## src/rtl/csa_pkg.sv

```systemverilog
// ----------------------------------------------------------------------------
// csa_pkg : shared types and helpers for the pipelined carry-select adder.
//   CSA_WIDTH / CSA_BLOCK : default operand width and segment width.
//   csa_seg_t             : dual-result of one segment (carry-in 0 and 1).
//   nblk()                : number of select segments for a given width.
// ----------------------------------------------------------------------------
package csa_pkg;

   localparam int CSA_WIDTH = 32;
   localparam int CSA_BLOCK = 8;

   // Both speculative results of one segment; the real carry-in picks one.
   typedef struct packed {
      logic [CSA_BLOCK-1:0] s0;
      logic [CSA_BLOCK-1:0] s1;
      logic                 c0;
      logic                 c1;
   } csa_seg_t;

   function automatic int nblk(input int width, input int block);
      return width / block;
   endfunction

endpackage

```

## src/rtl/csa_seg.sv

```systemverilog
// ----------------------------------------------------------------------------
// csa_seg : combinational CSA_BLOCK-bit dual ripple adder.
//   a_i, b_i : segment operand bits
//   seg_o    : {s0,c0} = a+b, {s1,c1} = a+b+1
// ----------------------------------------------------------------------------
module csa_seg
   import csa_pkg::*;
(
   input  logic [CSA_BLOCK-1:0] a_i,
   input  logic [CSA_BLOCK-1:0] b_i,
   output csa_seg_t             seg_o
);

   // Two independent ripple chains, one per assumed carry-in.
   always_comb begin
      logic k0;
      logic k1;
      logic p;
      logic g;
      seg_o = '0;
      k0    = 1'b0;
      k1    = 1'b1;
      for (int i = 0; i < CSA_BLOCK; i++) begin
         p = a_i[i] ^ b_i[i];
         g = a_i[i] & b_i[i];
         seg_o.s0[i] = p ^ k0;
         seg_o.s1[i] = p ^ k1;
         k0 = g | (p & k0);
         k1 = g | (p & k1);
      end
      seg_o.c0 = k0;
      seg_o.c1 = k1;
   end

endmodule

```

## src/rtl/csa_pipe.sv

```systemverilog
// ----------------------------------------------------------------------------
// csa_pipe : pipelined carry-select adder, {cout,sum} = a + b + cin.
//   Operands are cut into BLOCK-bit segments; each pipeline stage resolves BPS
//   segments and carries the not-yet-added upper operand bits forward (skew).
//   Elastic valid/ready on both sides, one result per cycle sustained.
//
//   clk, rst_n          : clock (rising), async active-low reset
//   in_valid/in_ready   : operand handshake; a, b, cin sampled on handshake
//   out_valid/out_ready : result handshake; sum, cout, ovf held while stalled
//   ovf                 : signed overflow, only when CSA_PIPE_OVF_EN is
//                         defined (tied 0 otherwise)
//
//   Latency is NSTG = WIDTH/BLOCK/BPS cycles. BLOCK must equal CSA_BLOCK since
//   the segment struct width is fixed in the package.
// ----------------------------------------------------------------------------
module csa_pipe
   import csa_pkg::*;
#(
   parameter int WIDTH = CSA_WIDTH,
   parameter int BLOCK = CSA_BLOCK,
   parameter int BPS   = 1
)(
   input  logic             clk,
   input  logic             rst_n,
   input  logic             in_valid,
   output logic             in_ready,
   input  logic [WIDTH-1:0] a,
   input  logic [WIDTH-1:0] b,
   input  logic             cin,
   output logic             out_valid,
   input  logic             out_ready,
   output logic [WIDTH-1:0] sum,
   output logic             cout,
   output logic             ovf
);

   localparam int NBLK = nblk(WIDTH, BLOCK);
   localparam int NSTG = NBLK / BPS;
   localparam int SW   = BPS * BLOCK;   // bits resolved per stage

   if (WIDTH % BLOCK != 0) begin : g_chk_width
      $error("csa_pipe: WIDTH %0d is not a multiple of BLOCK %0d", WIDTH, BLOCK);
   end
   if (NBLK % BPS != 0) begin : g_chk_bps
      $error("csa_pipe: NBLK %0d is not a multiple of BPS %0d", NBLK, BPS);
   end
   if (BLOCK != CSA_BLOCK) begin : g_chk_block
      $error("csa_pipe: BLOCK %0d must equal CSA_BLOCK %0d", BLOCK, CSA_BLOCK);
   end

   // ------------------------------------------------------------------
   // Valid/ready control
   // ------------------------------------------------------------------
   logic [NSTG-1:0] vld_q;
   logic [NSTG-1:0] vin;   // valid presented to each stage
   logic [NSTG-1:0] en;    // stage may load: empty, or its content moves on
   logic [NSTG-1:0] ld;    // stage captures a real beat

   if (NSTG > 1) begin : g_vin
      assign vin = {vld_q[NSTG-2:0], in_valid};
   end else begin : g_vin
      assign vin = in_valid;
   end

   // Ready propagates backwards from the output; a full pipe still accepts
   // when everything shifts in the same cycle.
   always_comb begin
      en = '0;
      en[NSTG-1] = !vld_q[NSTG-1] || out_ready;
      for (int j = NSTG - 2; j >= 0; j--) begin
         en[j] = !vld_q[j] || en[j+1];
      end
   end

   assign ld       = en & vin;
   assign in_ready = en[0];

   always_ff @(posedge clk or negedge rst_n) begin
      if (!rst_n) vld_q <= '0;
      else        vld_q <= (vld_q & ~en) | (vin & en);
   end

   // ------------------------------------------------------------------
   // Datapath stages
   // ------------------------------------------------------------------
   for (genvar j = 0; j < NSTG; j++) begin : g_stg
      localparam int LO = j * SW;    // first bit resolved in this stage
      localparam int HI = LO + SW;   // bits resolved once this stage is done

      logic [WIDTH-LO-1:0] a_in;     // operand bits not yet added
      logic [WIDTH-LO-1:0] b_in;
      logic                c_in;
      csa_seg_t            seg [BPS];
      logic [SW-1:0]       rs;
      logic                c_d;
      logic [HI-1:0]       sum_d;
      logic [HI-1:0]       sum_q;
      logic                c_q;

      if (j == 0) begin : g_src
         assign a_in  = a;
         assign b_in  = b;
         assign c_in  = cin;
         assign sum_d = rs;
      end else begin : g_src
         assign a_in  = g_stg[j-1].g_skew.a_q;
         assign b_in  = g_stg[j-1].g_skew.b_q;
         assign c_in  = g_stg[j-1].c_q;
         assign sum_d = {rs, g_stg[j-1].sum_q};
      end

      for (genvar k = 0; k < BPS; k++) begin : g_seg
         csa_seg u_seg (
            .a_i   (a_in[k*BLOCK +: BLOCK]),
            .b_i   (b_in[k*BLOCK +: BLOCK]),
            .seg_o (seg[k])
         );
      end

      // Select chain: the carry entering each segment picks its result.
      always_comb begin
         logic c;
         c  = c_in;
         rs = '0;
         for (int k = 0; k < BPS; k++) begin
            rs[k*BLOCK +: BLOCK] = c ? seg[k].s1 : seg[k].s0;
            c = c ? seg[k].c1 : seg[k].c0;
         end
         c_d = c;
      end

      always_ff @(posedge clk or negedge rst_n) begin
         if (!rst_n) begin
            sum_q <= '0;
            c_q   <= 1'b0;
         end else if (ld[j]) begin
            sum_q <= sum_d;
            c_q   <= c_d;
         end
      end

      // Upper operand bits still to be added downstream. The operand sign
      // bits ride along here naturally until the last stage consumes them.
      if (j < NSTG - 1) begin : g_skew
         logic [WIDTH-HI-1:0] a_q;
         logic [WIDTH-HI-1:0] b_q;
         always_ff @(posedge clk or negedge rst_n) begin
            if (!rst_n) begin
               a_q <= '0;
               b_q <= '0;
            end else if (ld[j]) begin
               a_q <= a_in[WIDTH-LO-1:SW];
               b_q <= b_in[WIDTH-LO-1:SW];
            end
         end
      end

`ifdef CSA_PIPE_OVF_EN
      if (j == NSTG - 1) begin : g_ovf
         logic ovf_d;
         logic ovf_q;
         assign ovf_d = (a_in[SW-1] == b_in[SW-1]) && (rs[SW-1] != a_in[SW-1]);
         always_ff @(posedge clk or negedge rst_n) begin
            if (!rst_n)      ovf_q <= 1'b0;
            else if (ld[j])  ovf_q <= ovf_d;
         end
      end
`endif
   end

   assign out_valid = vld_q[NSTG-1];
   assign sum       = g_stg[NSTG-1].sum_q;
   assign cout      = g_stg[NSTG-1].c_q;
`ifdef CSA_PIPE_OVF_EN
   assign ovf       = g_stg[NSTG-1].g_ovf.ovf_q;
`else
   assign ovf       = 1'b0;
`endif

endmodule

```

## config.mk

```make
export PLATFORM = sky130hd
export DESIGN_NAME = csa_pipe
export DESIGN_NICKNAME = d
export VERILOG_FILES = /design/src/rtl/csa_pkg.sv /design/src/rtl/csa_seg.sv /design/src/rtl/csa_pipe.sv
export SDC_FILE = /design/constraint.sdc
export NUM_CORES = 1
export LEC_CHECK = 0
export CORE_MARGIN = 10
export CORE_UTILIZATION = 55
export DETAILED_ROUTE_END_ITERATION = 7
export PLACE_DENSITY = 0.8
export SETUP_SLACK_MARGIN = 0.3
export SYNTH_ARGS = -nofsm -noshare
export SYNTH_HDL_FRONTEND = slang
export SYNTH_SLANG_ARGS = --single-unit
```

## constraint.sdc

```tcl
create_clock -name clk -period 4.71 [get_ports clk]
set_input_delay 1.413 -clock clk [delete_from_list [all_inputs] [get_ports clk]]
set_output_delay 1.413 -clock clk [all_outputs]
set_load 0.005 [all_outputs]
```

==> impl_metrics.env <==
export IMPL_grt_pass1_vias=4704
export IMPL_clkSlewWorstSetupHoldPaths_ns=0.07
export IMPL_fin_nets=690
export IMPL_crit_chain="buf_2 > inv_1 > ha_2 > a21oi_2 > fa_2 > fa_2 > fa_2 > fa_2 > fa_2 > fa_2 > inv_2 > fa_1 > mux2i_1"
export IMPL_syn_avg_cell_area_um2=16.37
export IMPL_p_leak_nw=4.209
export IMPL_port_buffers=103
export IMPL_coreArea_um2=13880
export IMPL_ant_nets=0
export IMPL_gp_congestion=0.7881
export IMPL_syn_cell_area_um2=7774
export IMPL_syn_instance_count=475
export IMPL_syn_nets=580
export IMPL_drive_above_1_share_pct=38.63
export IMPL_worstMarginPinSlew_ns=0.9263
export IMPL_die_w_um=138.9
export IMPL_critPathCaptureType="flip-flop"
export IMPL_rsz0062_at_grt="no"
export IMPL_outcome="completed"
export IMPL_seqPwrFrac_pct=45.6
export IMPL_relSlewSlack_pct=38.03
export IMPL_switching_power_mw=1.471
export IMPL_dpl_hpwl_um=9459
export IMPL_clockBufferDepth=2
export IMPL_crit_path_start_kind="input port"
export IMPL_cts_buffers=17
export IMPL_cts_sinks=184
export IMPL_ir_drop_v=0.0003354
export IMPL_drc_errors=0
export IMPL_crit_top_cell="fa_2"
export IMPL_p_comb_share_pct=27.6
export IMPL_fin_area_um2=9644
export IMPL_grt_use_total_pct=15.52
export IMPL_grt_start_max_net_pins=91
export IMPL_tritoncts="yes"
export IMPL_ys_seq_elements=184
export IMPL_max_freq_ghz=0.2324
export IMPL_ys_seq_area_share_pct=59.23
export IMPL_grt_antenna_before_repair=2
export IMPL_syn2layout_area_growth_pct=24.06
export IMPL_finalCritPeriodShare_pct=91.36
export IMPL_cp_slowest_cell="fa_1"
export IMPL_finalSetupViolCount=0
export IMPL_cpPeakStageDelay_ns=0.40
export IMPL_firstDrtPassIters=4
export IMPL_synthArstFlopShare_pct=100.0
export IMPL_cp_max_fo=2
export IMPL_power_density_nw_per_um2=563.4
export IMPL_slew_violations=0
export IMPL_p_int_mw=3.963
export IMPL_path_class="in -> reg"
export IMPL_postCtsSetupBuffers=0
export IMPL_overflow=0
export IMPL_hold_buffers=0
export IMPL_clock_power_share_pct=26.8
export IMPL_synthFlopType="dfrtp_1"
export IMPL_via_per_inst=5.181
export IMPL_min_path_cells=1
export IMPL_rows=43
export IMPL_post_route_util_pct=69.48
export IMPL_die_area_um2=19290
export IMPL_via_count=4031
export IMPL_max_cap_viol_count=0
export IMPL_worst_r2r_cell_count=12
export IMPL_hold_viol_final=0
export IMPL_skew_ns=0.007179
export IMPL_fin_crit_ns=4.303
export IMPL_grt_pass1_wl_um=23920
export IMPL_yosys_warnings=0
export IMPL_htreeDepth=4
export IMPL_synth_edf_count=0
export IMPL_diodes=0
export IMPL_dieHeight_um=138.9
export IMPL_finalPower_mw=5.434
export IMPL_io_pins=105
export IMPL_cts_root_buf="clkbuf_16"
export IMPL_worstPathRequired_ns=5.07
export IMPL_clk_insertion_delay_late_ns=0.43
export IMPL_setup_tns_ns=0
export IMPL_post_drt_wl_per_cell_um=18.17
export IMPL_crit_arrival_ns=4.66
export IMPL_ys_types=22
export IMPL_start_util_pct=56.00
export IMPL_drt_wl_total_um=14140
export IMPL_swShare_pct=27.08
export IMPL_hold_class="reg -> reg"
export IMPL_place_area_um2=9014
export IMPL_drtIter0Drc=164
==> stage by stage <==
step	worst slack (ns)	std cells	hold slack [ns]
floorplan	0.2815	475	0.4668
global route	0.3126	778	0.5174
CTS	0.3267	778	0.5051
finish	0.4069	778	0.4982
global placement	-0.2513	746	0.4825
detailed placement	-0.4269	746	0.4912
==> state kept, by name, indices dropped and copies added, names as in the netlist, named ones only <==
register / count
cout: 1
g_stg.sum_q: 48
sum: 32
g_stg.c_q: 3
g_stg.g_skew.a_q: 48
g_stg.g_skew.b_q: 48
==> layout by cell type (no fill, tap or decap), drive strengths merged, types with 2 or more instances in the layout <==
cell type | netlist | final
dfrtp | 184 | 184
clkdlybuf4s50 | 0 | 98
bufinv | 0 | 3
inv | 27 | 29
nor2 | 3 | 3
fa | 28 | 28
mux2 | 171 | 171
nand2b | 4 | 4
clkinvlp | 0 | 2
xor2 | 4 | 4
ha | 8 | 8
nand2 | 5 | 5
o21ai | 6 | 6
clkinv | 0 | 7
clkbuf | 0 | 19
mux2i | 6 | 6
a21oi | 4 | 4
buf | 19 | 9
==> layer usage <==
layer / part of all wire [%] / track usage [%] / up-vias
li1: - / - / 1834
met1: 41 / 17.92 / 2108
met2: 52 / 26.26 / 73
met3: 5.1 / 5.685 / 14
met4: 1.0 / 4.942 / 2
met5: 0.085 / 0 / -
==> cells by family (layout without fill, tap and decap cells) <==
group / count (synthesis) / after routing / synth area share (%)
other: 1 / 1 / 0.04824
XOR/XNOR: 4 / 4 / 0.4506
buffers and inverters: 46 / 169 / 2.913
adder cells (fa/ha/maj): 36 / 36 / 8.498
AND/OR/NAND/NOR: 15 / 15 / 1.094
flip-flops: 184 / 184 / 59.23
AO/OA/AOI/OAI: 12 / 12 / 0.8692
multiplexers: 177 / 177 / 26.90
==> synthesized netlist by cell type, types with 2 or more instances <==
cell type / count / area share (%)
a21oi_1: 4 / 0.26
buf_2: 13 / 0.84
buf_4: 2 / 0.19
buf_6: 4 / 0.58
dfrtp_1: 184 / 59
fa_1: 28 / 7.2
ha_1: 8 / 1.3
inv_1: 27 / 1.3
mux2_2: 143 / 21
mux2_4: 28 / 5.4
mux2i_1: 6 / 0.77
nand2_1: 5 / 0.24
nand2b_1: 4 / 0.32
nor2_1: 3 / 0.14
o21ai_0: 6 / 0.39
xor2_1: 4 / 0.45
==> power by group through the flow <==
stage	clock network [mW]	registers (mW)	logic (mW)
2_1_floorplan	0	2.41	0.927
3_3_place_gp	0	2.47	1.45
3_5_place_dp	0	2.51	1.52
4_1_cts	1.49	2.48	1.55
5_1_grt	1.56	2.56	1.68
6_report	1.46	2.48	1.50
==> path summary, 6_finish.rpt <==
path,endpoint,slack (ns),start
max,g_stg[0].sum_q[7],0.41,b[0]
min,g_stg[2].sum_q[0],0.50,g_stg[2].sum_q[0]
max reg2reg,g_stg[1].sum_q[15],0.88,g_stg[0].g_skew.a_q[0]
min reg2reg,g_stg[2].sum_q[0],0.50,g_stg[2].sum_q[0]
max in group asynchronous,g_stg[0].g_skew.b_q[4],2.76,rst_n
min in group asynchronous,g_stg[0].g_skew.b_q[17],1.03,rst_n
==> cell type report <==
| type | count | area (um^2) |
|---|---|---|
| sequential | 184 | 4604 |
| fill | 961 | 4237 |
| multi-input combinational | 245 | 2999 |
| timing repair buffer | 110 | 1102 |
| clock buffer | 18 | 439.2 |
| tap | 180 | 225.2 |
| clock inverter | 14 | 172.7 |
| inverter | 27 | 101.3 |
==> worst max-delay path, delay by kind of cell <==
kind                     cells  cell delay, ns
multiplexers                 1            0.13
AO/OA/AOI/OAI                1            0.07
buffers and inverters        3            0.24
adder cells (fa/ha/maj)      8            2.80
==> repair_timing <==
item | 4_1_cts | 5_1_grt
gates resized for setup | 21 | 0
cloned | 0 | 0
setup endpoints to repair | 2 | 1
pin swaps | 10 | 2
(Power assumes the default switching activity.)
==> RTL change, RTL diff (config.mk and constraints unchanged) <==
Build with the macro `CSA_PIPE_OVF_EN` defined.
--- a/src/rtl/csa_pipe.sv
+++ b/src/rtl/csa_pipe.sv
@@ -13,6 +13,8 @@
 //   Latency is NSTG = WIDTH/BLOCK/BPS cycles. BLOCK must equal CSA_BLOCK since
 //   the segment struct width is fixed in the package.
 // ----------------------------------------------------------------------------
+`define CSA_PIPE_OVF_EN
+
 module csa_pipe
    import csa_pkg::*;
 #(
Function: changed (a bounded check fails within 10 cycles, from zero or initial values and one cycle with rst_n low).
==> RTL change against the unedited design <==
Power up 1.8%. Fmax about the same. Final cell count up 1.0%. Critical path depth unchanged. Critical path type unchanged. First-iteration DRC count down 35%. Synthesized area up 0.71%. Largest cell class unchanged. Setup slack better by 0.0023 ns. Wire length up 4.1%. Register-to-register slack worse by 0.23 ns. Final area up 0.74%. Sequential cell count up 1.
==> RTL change: results <==
[run_status]
outcome = complete, no violations

[clock_tree]
clock_latency_ns = 0.43
cts-root-buf = clkbuf_16
cts_setup_buffers = 0
cts_buffers = 17

[grt]
use_met1_pct = 18.1
grt_first_pass_wirelength_um = 24400
met2_usage_pct = 27.9
antenna_found_initial = 0
grt_pass1_vias = 4786
grt_usage_pct = 15.8
grt_max_degree = 91
use_met3_pct = 4.80

[placed_design]
gp_congestion = 0.746
placedCellCount = 754
numPortBuffers = 104
place_hpwl_um = 10100
post_dp_cell_area_um2 = 9090
post-place-ws_ns = -0.295

[setup_path]
r2r-start = g_stg[2].g_skew.a_q[0]$_DFFE_PN0P_
arrival_ns = 4.65
crit_fanout = 2
crit_slowest_cell = fa_1
r2r_slack_ns = 0.65

[timing]
tightestPinTransition_ns = 1.03
timing.fmax_mhz = 233
hold_slack_ns = 0.499
finClkSkew_ns = 0.00656

[finish]
fill_cells = 944
insertedDiodeCount = 0
nNetsFinal = 699
drive_above_1_share_pct = 37.6

[routing]
drtIter0Drc = 106
wl_per_cell_um = 18.7
vias = 4101
vias_per_cell = 5.22

[pwr]
p_sw_w = 0.00153
p_leak_nw = 4.24
ir_worst_vdd_mv = 0.379

[min_path]
hold_start = g_stg[2].sum_q[1]$_DFFE_PN0P_

[logic_synthesis]
syn_nets = 585
synth_area_per_cell_um2 = 16.3
ys_seq_area_share_pct = 59.1
yosys-top-cells-area = dfrtp_1, mux2_2, fa_1
synth_commonest_cells = dfrtp_1, mux2_2, inv_1
synth_cell_types = 23
==> RTL change: changes by cell type in the layout (fill, tap and decap cells not counted), moves of 2 or more <==
| cell | delta |
|---|---|
| buf_2 | -2 |
| a21oi_1 | -2 |
| xnor2_1 | +2 |
| clkdlybuf4s15_1 | +2 |
| clkinvlp_4 | +2 |
| inv_8 | +2 |
| clkdlybuf4s50_1 | +2 |
| buf_4 | +3 |
| o21ai_0 | +3 |
| clkinv_2 | -2 |
| clkinv_4 | -2 |
| inv_1 | +2 |
==> RTL change: power by group through the flow <==
| stage | Sequential (W) | Clock (W) | Combinational (W) |
|---|---|---|---|
| 6_report | 0.00249 | 0.00147 | 0.00157 |
| 5_1_grt | 0.00257 | 0.00158 | 0.00175 |
| 4_1_cts | 0.00250 | 0.00150 | 0.00162 |
| 3_5_place_dp | 0.00252 | 0 | 0.00159 |
| 3_3_place_gp | 0.00249 | 0 | 0.00151 |
| 2_1_floorplan | 0.00243 | 0 | 0.000963 |
==> RTL change: critical path: cells and delay by family <==
kind | cells | cell delay [ns]
mux | 2 | 0.21
buf+inv | 3 | 0.31
fa+ha+maj | 8 | 2.72
==> RTL change: cell type report <==
class | instances | area [µm²] | share of cell area [%]
sequential | 185 | 4630 | 47.6
multi-input combinational | 247 | 3010 | 31.0
timing repair buffer | 113 | 1120 | 11.6
clock buffer | 17 | 425 | 4.38
tap | 180 | 225 | 2.32
clock inverter | 15 | 191 | 1.97
inverter | 29 | 109 | 1.12
==> RTL change: kinds of logic (layout without fill, tap and decap cells) <==
kind of cell,Yosys count,in the layout,share of synthesized area [%]
AND/OR/NAND/NOR,15,15,1.10
adder cells (fa/ha/maj),37,37,8.60
AO/OA/AOI/OAI,12,12,0.895
buffers and inverters,47,174,2.89
multiplexers,178,178,26.8
flip-flops,185,185,59.1
XOR/XNOR,5,5,0.559
==> RTL change: routing by layer <==
metal | share of wire (%) | vias to the layer above | routed length [µm]
met5 | 0 | - | 0
met4 | 0.77 | 0 | 113
met3 | 4.6 | 9 | 675
met2 | 54 | 78 | 7950
met1 | 41 | 2153 | 5970
li1 | - | 1861 | -
==> RTL change: worst paths after layout <==
path / cells after the start / endpoint
worst max-delay path: 13 / g_stg[0].sum_q[7]$_DFFE_PN0P_
worst min-delay path: 1 / g_stg[2].sum_q[1]$_DFFE_PN0P_
worst max register to register: 14 / ovf$_DFFE_PN0P_
worst min register to register: 1 / g_stg[2].sum_q[1]$_DFFE_PN0P_
max in group asynchronous: 2 / sum[31]$_DFFE_PN0P_
min in group asynchronous: 1 / sum[0]$_DFFE_PN0P_
==> RTL change: repair_timing <==
action	CTS	global route
pin swaps	8	4
endpoints found under the setup margin	1	1
endpoints found under the hold margin	0	0
cloned	0	0
resized for setup	11	0
